$ cat config.mk
export PLATFORM = sky130hd
export DESIGN_NAME = tx_scheduler_flat
export DESIGN_NICKNAME = d
export VERILOG_FILES = /design/src/rtl/aurora_pkg.sv /design/src/rtl/tx_scheduler_if.sv /design/src/rtl/tx_scheduler.sv /design/src/flat_wrapper.sv
export SDC_FILE = /design/constraint.sdc
export NUM_CORES = 1
export LEC_CHECK = 0
export BUFFER_PORTS_ARGS = -buffer_cell sky130_fd_sc_hd__buf_2
export CAP_MARGIN = 0
export CELL_PAD_IN_SITES_DETAIL_PLACEMENT = 1
export CELL_PAD_IN_SITES_GLOBAL_PLACEMENT = 2
export CORE_MARGIN = 2
export CORE_UTILIZATION = 23
export DETAILED_ROUTE_END_ITERATION = 16
export PLACE_DENSITY_LB_ADDON = 0.2
export REMOVE_ABC_BUFFERS = 1
export SETUP_SLACK_MARGIN = 0.05
export SLEW_MARGIN = 20
export SYNTH_ARGS = -nofsm -noshare
export SYNTH_HDL_FRONTEND = slang
export SYNTH_SLANG_ARGS = --single-unit
$ cat constraint.sdc
create_clock -name clk -period 1.2 [get_ports clk]
set_input_delay 0.06 -clock clk [delete_from_list [all_inputs] [get_ports clk]]
set_output_delay 0.06 -clock clk [all_outputs]
set_load 0.01 [all_outputs]
$ cat src/rtl/aurora_pkg.sv
// Shared Aurora TX types: channel-init ordered-set requests
// and lane slot kinds presented to the lane encoder.
package aurora_pkg;

  typedef enum logic [1:0] {
    NONE = 2'd0,
    SP   = 2'd1,
    I    = 2'd2,
    VER  = 2'd3
  } ordered_sets_e;

  localparam logic [2:0] K_IDLE = 3'd0;
  localparam logic [2:0] K_SP   = 3'd1;
  localparam logic [2:0] K_VER  = 3'd2;
  localparam logic [2:0] K_CC   = 3'd3;
  localparam logic [2:0] K_SCP  = 3'd4;
  localparam logic [2:0] K_DATA = 3'd5;
  localparam logic [2:0] K_ECP  = 3'd6;

endpackage

$ cat src/rtl/tx_scheduler_if.sv
// Bundle between channel-init/user TX stream and the lane encoder.
// master = upstream driver, slave = tx_scheduler.
interface tx_scheduler_if #(
  parameter int DATA_W = 16
);
  import aurora_pkg::*;

  ordered_sets_e     ordered_sets;
  logic              init_finished;
  logic [DATA_W-1:0] s_data;
  logic              s_valid;
  logic              s_last;
  logic              s_ready;
  logic [2:0]        tx_kind;
  logic [DATA_W-1:0] tx_data;

  modport master (
    output ordered_sets,
    output init_finished,
    output s_data,
    output s_valid,
    output s_last,
    input  s_ready,
    input  tx_kind,
    input  tx_data
  );

  modport slave (
    input  ordered_sets,
    input  init_finished,
    input  s_data,
    input  s_valid,
    input  s_last,
    output s_ready,
    output tx_kind,
    output tx_data
  );

endinterface

$ cat src/rtl/tx_scheduler.sv
// Per-lane TX slot scheduler: init ordered sets, framed data, CC bursts.
// Ports: clk, rst_n (async low), bus (tx_scheduler_if.slave):
//   in  ordered_sets, init_finished, s_data/s_valid/s_last
//   out s_ready (comb), tx_kind/tx_data (registered)
// Macro AURORA_CC_INSERT_EN enables periodic CC bursts.
module tx_scheduler
  import aurora_pkg::*;
#(
  parameter int DATA_W    = 16,
  parameter int CC_PERIOD = 5000,
  parameter int CC_LEN    = 3
) (
  input  logic           clk,
  input  logic           rst_n,
  tx_scheduler_if.slave  bus
);

  if (CC_LEN < 1 || CC_PERIOD <= CC_LEN + 2) begin : g_bad_cfg
    $error("tx_scheduler: CC_PERIOD must exceed CC_LEN+2, CC_LEN >= 1");
  end

  typedef enum logic [2:0] {
    ST_INIT,
    ST_IDLE,
    ST_DATA,
    ST_EOF,
    ST_CC
  } state_e;

  state_e            state_q;
  state_e            state_d;
  state_e            eff_state;
  logic [2:0]        kind_q;
  logic [2:0]        kind_d;
  logic [DATA_W-1:0] data_q;
  logic [DATA_W-1:0] data_d;
  logic              cc_due;
  logic              init_ok;
  logic              accept;
  logic [2:0]        os_kind;

  assign init_ok = bus.init_finished;

`ifdef AURORA_CC_INSERT_EN
  localparam int CW = (CC_PERIOD > 1) ? $clog2(CC_PERIOD) : 1;
  localparam int BW = (CC_LEN > 1) ? $clog2(CC_LEN) : 1;

  logic [CW-1:0] cc_cnt_q;
  logic [CW-1:0] cc_cnt_d;
  logic [BW-1:0] cc_idx_q;
  logic [BW-1:0] cc_idx_d;
  state_e        ret_q;
  state_e        ret_d;
  logic          cc_done;

  assign cc_due   = (cc_cnt_q == CW'(CC_PERIOD - 1));
  assign cc_done  = (cc_idx_q == BW'(CC_LEN - 1));
  assign cc_cnt_d = cc_due ? '0 : cc_cnt_q + CW'(1);

  // On the last CC slot the scheduler acts as the return state,
  // so the slot after the burst is not wasted.
  always_comb begin
    eff_state = state_q;
    if (state_q == ST_CC && cc_done) begin
      eff_state = init_ok ? ret_q : ST_INIT;
    end
  end
`else
  assign cc_due = 1'b0;

  always_comb begin
    eff_state = state_q;
  end
`endif

  assign bus.s_ready = init_ok && !cc_due
                     && (eff_state == ST_DATA);

  assign accept  = bus.s_valid && bus.s_ready;
  assign bus.tx_kind = kind_q;
  assign bus.tx_data = data_q;

  always_comb begin
    os_kind = K_IDLE;
    unique case (1'b1)
      bus.ordered_sets == SP:  os_kind = K_SP;
      bus.ordered_sets == VER: os_kind = K_VER;
      default:                 os_kind = K_IDLE;
    endcase
  end

  always_comb begin
    state_d = state_q;
    kind_d  = K_IDLE;
    data_d  = '0;
`ifdef AURORA_CC_INSERT_EN
    ret_d    = ret_q;
    cc_idx_d = cc_idx_q;
    if (cc_due && state_q != ST_CC) begin
      ret_d    = init_ok ? state_q : ST_INIT;
      state_d  = ST_CC;
      cc_idx_d = '0;
      kind_d   = K_CC;
    end else if (state_q == ST_CC && !cc_done) begin
      kind_d   = K_CC;
      cc_idx_d = cc_idx_q + BW'(1);
      if (!init_ok) begin
        ret_d = ST_INIT;
      end
    end else
`endif
    if (!init_ok) begin
      state_d = ST_INIT;
      kind_d  = os_kind;
    end else begin
      unique case (eff_state)
        ST_INIT: begin
          state_d = ST_IDLE;
        end
        ST_IDLE: begin
          if (bus.s_valid) begin
            kind_d  = K_SCP;
            state_d = ST_DATA;
          end else begin
            state_d = ST_IDLE;
          end
        end
        ST_DATA: begin
          state_d = ST_DATA;
          if (accept) begin
            kind_d = K_DATA;
            data_d = bus.s_data;
            if (bus.s_last) begin
              state_d = ST_EOF;
            end
          end
        end
        ST_EOF: begin
          kind_d  = K_ECP;
          state_d = ST_IDLE;
        end
        default: begin
          state_d = ST_INIT;
        end
      endcase
    end
  end

  always_ff @(posedge clk or negedge rst_n) begin
    if (!rst_n) begin
      state_q <= ST_INIT;
      kind_q  <= K_IDLE;
      data_q  <= '0;
    end else begin
      state_q <= state_d;
      kind_q  <= kind_d;
      data_q  <= data_d;
    end
  end

`ifdef AURORA_CC_INSERT_EN
  always_ff @(posedge clk or negedge rst_n) begin
    if (!rst_n) begin
      cc_cnt_q <= '0;
      cc_idx_q <= '0;
      ret_q    <= ST_INIT;
    end else begin
      cc_cnt_q <= cc_cnt_d;
      cc_idx_q <= cc_idx_d;
      ret_q    <= ret_d;
    end
  end
`endif

endmodule

$ cat src/flat_wrapper.sv
// flat-port wrapper written by rule: the top's interface ports become plain ports
module tx_scheduler_flat import aurora_pkg::*;
#(
  parameter int DATA_W    = 16,
  parameter int CC_PERIOD = 5000,
  parameter int CC_LEN    = 3
)
  (clk, rst_n, bus_ordered_sets, bus_init_finished, bus_s_data, bus_s_valid, bus_s_last, bus_s_ready, bus_tx_kind, bus_tx_data);
  tx_scheduler_if #(.DATA_W(DATA_W)) bus_i ();
  input  logic clk;
  input  logic rst_n;
  input wire logic [$bits(bus_i.ordered_sets)-1:0] bus_ordered_sets;
  input wire logic [$bits(bus_i.init_finished)-1:0] bus_init_finished;
  input wire logic [$bits(bus_i.s_data)-1:0] bus_s_data;
  input wire logic [$bits(bus_i.s_valid)-1:0] bus_s_valid;
  input wire logic [$bits(bus_i.s_last)-1:0] bus_s_last;
  output wire logic [$bits(bus_i.s_ready)-1:0] bus_s_ready;
  output wire logic [$bits(bus_i.tx_kind)-1:0] bus_tx_kind;
  output wire logic [$bits(bus_i.tx_data)-1:0] bus_tx_data;
  assign bus_i.ordered_sets = bus_ordered_sets;
  assign bus_i.init_finished = bus_init_finished;
  assign bus_i.s_data = bus_s_data;
  assign bus_i.s_valid = bus_s_valid;
  assign bus_i.s_last = bus_s_last;
  assign bus_s_ready = bus_i.s_ready;
  assign bus_tx_kind = bus_i.tx_kind;
  assign bus_tx_data = bus_i.tx_data;
  tx_scheduler #(.DATA_W(DATA_W), .CC_PERIOD(CC_PERIOD), .CC_LEN(CC_LEN)) u_core (.clk(clk), .rst_n(rst_n), .bus(bus_i));
endmodule
==> flow_metrics.tcl <==
set metrics [dict create \
    outcome "complete, but fails checks" \
    violations "setup timing" \
    cts_buffers 3 \
    synth_simple_gate_area_share_pct 20.5 \
    relSlewSlack_pct 69.3 \
    synth_ff_type "dfrtp_1" \
    drc 0 \
    clock_latency_ns 0.29 \
    wl_per_cell_um 10.9 \
    crit_type "reg -> out" \
    synthTopCellsByArea "dfrtp_1 (64%), and2_2 (13%), ha_1 (7.6%)" \
    viasPerCell 3.87 \
    synth_top_family_by_area "simple AND/OR/NAND/NOR gates" \
    core_area_um2 3390 \
    boundaryPins 43 \
    dp.cells 152 \
    fin_nets 161 \
    antenna_found_initial 0 \
    synthMuxAreaShare_pct 0 \
    cp-end-kind "output port" \
    hold_viol 0 \
    hold_class "in -> reg" \
    vias 689 \
    yosys_register_bits 21 \
    synth.most_common_cell "dfrtp_1" \
    finalNonFillerCells 178 \
    dr.pass1.iters 2 \
    report.final.slew_viol_count 0 \
    fin_util_pct 41.5 \
    yosysWarnings 0 \
    tightest_slew_ns 0.461 \
    setup_violations 2 \
    synthAdderAreaFrac_pct 7.61 \
    cts_sinks 21 \
    n_antenna_cell 0 \
    die_h_um 63.8 \
    fin_crit_ns 1.31 \
    cts_buffer_depth 2 \
    synthDistinctLibCells 16 \
    hpwl_um 1310 \
    cts-root-buf "clkbuf_4" \
    track_usage_pct 10.2 \
    peakVddDrop_mv 0.726 \
    yosys.area_share.xor_xnor_pct 0 \
    die-area_um2 4070 \
    grt_pass1_vias 749 \
    synth_edf_count 0 \
    clk_pin_slew_worst_paths_ns 0.11 \
    area_growth_pct 71.1 \
    gp_congestion 0.727 \
    cp.required_ns 1.14 \
    cp.arrival_ns 1.25 \
    ys_seq_area_share_pct 63.9 \
    start_kind "flop" \
    syn_area_per_cell_um2 13.0 \
    ctsHtreeMaxLevel 1 \
    synth_compound_area_share_pct 4.26 \
    yosysTopAreaCellShare_pct 63.9 \
    yosys-top-cells-count "dfrtp_1 (21), and2_2 (14), ha_1 (5), inv_1 (5)" \
    fp-row-count 21 \
    fill_cells 383 \
    syn_inst 63 \
    power_leakage_nw 0.759 \
    clock_skew_ns 0.00361 \
    cp_max_fo 2 \
    initial_core_util_pct 24.3 \
    async_reset_ff_share_pct 100 \
    grt_overflow 0 \
    cellPowerDensity_nw_per_um2 941 \
    grt_pass1_wl_um 3220 \
    yosys.area.top_type "dfrtp_1" \
    grt_max_degree 22 \
    port-buffer-count 42 \
    clock.fmax_ghz 0.762 \
    max_cap_viol_count 0 \
    setup_ws_ns -0.112 \
    cts_tree "built" \
    final_layout_size_suffix_gt1_share_pct 56.8 \
    period_share_pct 109 \
    drtIter0Drc 5 \
    drtAntennaViolNets 0 \
    synth_area_um2 822 \
    rsz0062_at_grt "yes" \
    fp.dieW_um 63.8 \
    routed_wl_um 1950 \
]
[sequential cells by signal (all words and copies together) (netlist names)]
register            cells
u_core.bus.tx_data     16
u_core.bus.tx_kind      3
u_core.eff_state        2
[cells by family (layout without fill, tap and decap cells)]
logic type	Yosys count	in the layout
flip-flops	21	21
buffers and inverters	6	75
AND/OR/NAND/NOR	25	25
AO/OA/AOI/OAI	6	6
adder cells (fa/ha/maj)	5	5
[what timing repair did]
item	in CTS	in global routing
pin swaps	1	11
endpoints found under the setup margin	14	22
setup buffers	3	0
gates resized for setup	7	19
gates cloned	0	0
endpoints found under the hold margin	38	1
hold buffers	18	1
[power breakdown]
part / leakage [nW] / switching, mW / total (mW) / internal, mW
clock: 0.0150 / 0.199 / 0.328 / 0.129
sequential: 0.290 / 0.00957 / 0.737 / 0.727
combinational: 0.454 / 0.112 / 0.259 / 0.147
[cell usage in the layout, fill, tap and decap left out, types with 2 or more instances in the layout]
cell type / synthesis / layout
a21oi_2: 0 / 2
and2_1: 3 / 2
and2_2: 14 / 4
and2_4: 0 / 11
buf_2: 0 / 41
buf_4: 0 / 4
buf_6: 1 / 2
clkbuf_4: 0 / 3
dfrtp_1: 21 / 21
dlygate4sd3_1: 0 / 19
ha_1: 5 / 3
ha_4: 0 / 2
inv_1: 5 / 3
inv_2: 0 / 2
nand2_1: 3 / 3
[cell type report]
class | count | area (um2) | share of cell area (%)
flip-flops and latches | 21 | 526 | 37.4
repair buffers | 66 | 448 | 31.9
multi-input cells | 36 | 330 | 23.5
well taps | 46 | 57.6 | 4.09
inverters | 5 | 18.8 | 1.33
clock buffers | 4 | 26.3 | 1.87
[path summary, 6_finish.rpt]
check	slack, ns	end	from	depth (start not counted)
worst max register to register	0	u_core.bus.tx_kind[0]$_DFF_PN0_	u_core.eff_state[1]$_DFF_PN0_	5
min in group asynchronous	0.24	u_core.bus.tx_data[8]$_DFF_PN0_	rst_n	2
worst min register to register	0.73	u_core.eff_state[0]$_DFF_PN0_	u_core.eff_state[0]$_DFF_PN0_	3
max in group asynchronous	0.65	u_core.bus.tx_data[3]$_DFF_PN0_	rst_n	2
worst max-delay path	-0.11	bus_s_ready	u_core.eff_state[1]$_DFF_PN0_	4
worst min-delay path	0.006	u_core.eff_state[0]$_DFF_PN0_	bus_s_last	3
[critical path: stages, from the launching register on]
cell     delay (ns)
dfrtp_1        0.43
ha_4           0.18
buf_6          0.11
and2_4         0.14
buf_6          0.11
[metal layers]
metal  GRT usage, %  wire (um)  vias to the layer above
met4           1.63         12                        0
li1               -          -                      335
met1           9.88        677                      328
met2           19.8       1110                       24
met3           4.58        142                        2
met5              0          0                        -
[stage by stage]
stage / cell area, um2 / setup slack, ns / power [mW] / hold WS [ns] / TNS, ns
CTS: 1350 / -0.139 / 1.32 / 0.00820 / -0.188
floorplan: 811 / 0.0233 / 0.812 / -0.236 / 0
global route: 1410 / -0.178 / 1.41 / -0.00131 / -0.297
detailed placement: 1090 / 0.0471 / 0.906 / 0.0472 / 0
finish: 1410 / -0.112 / 1.32 / 0.00631 / -0.115
global placement: 1090 / 0.0678 / 0.905 / 0.0368 / 0
Note: power is estimated with default switching activity, not from simulation.
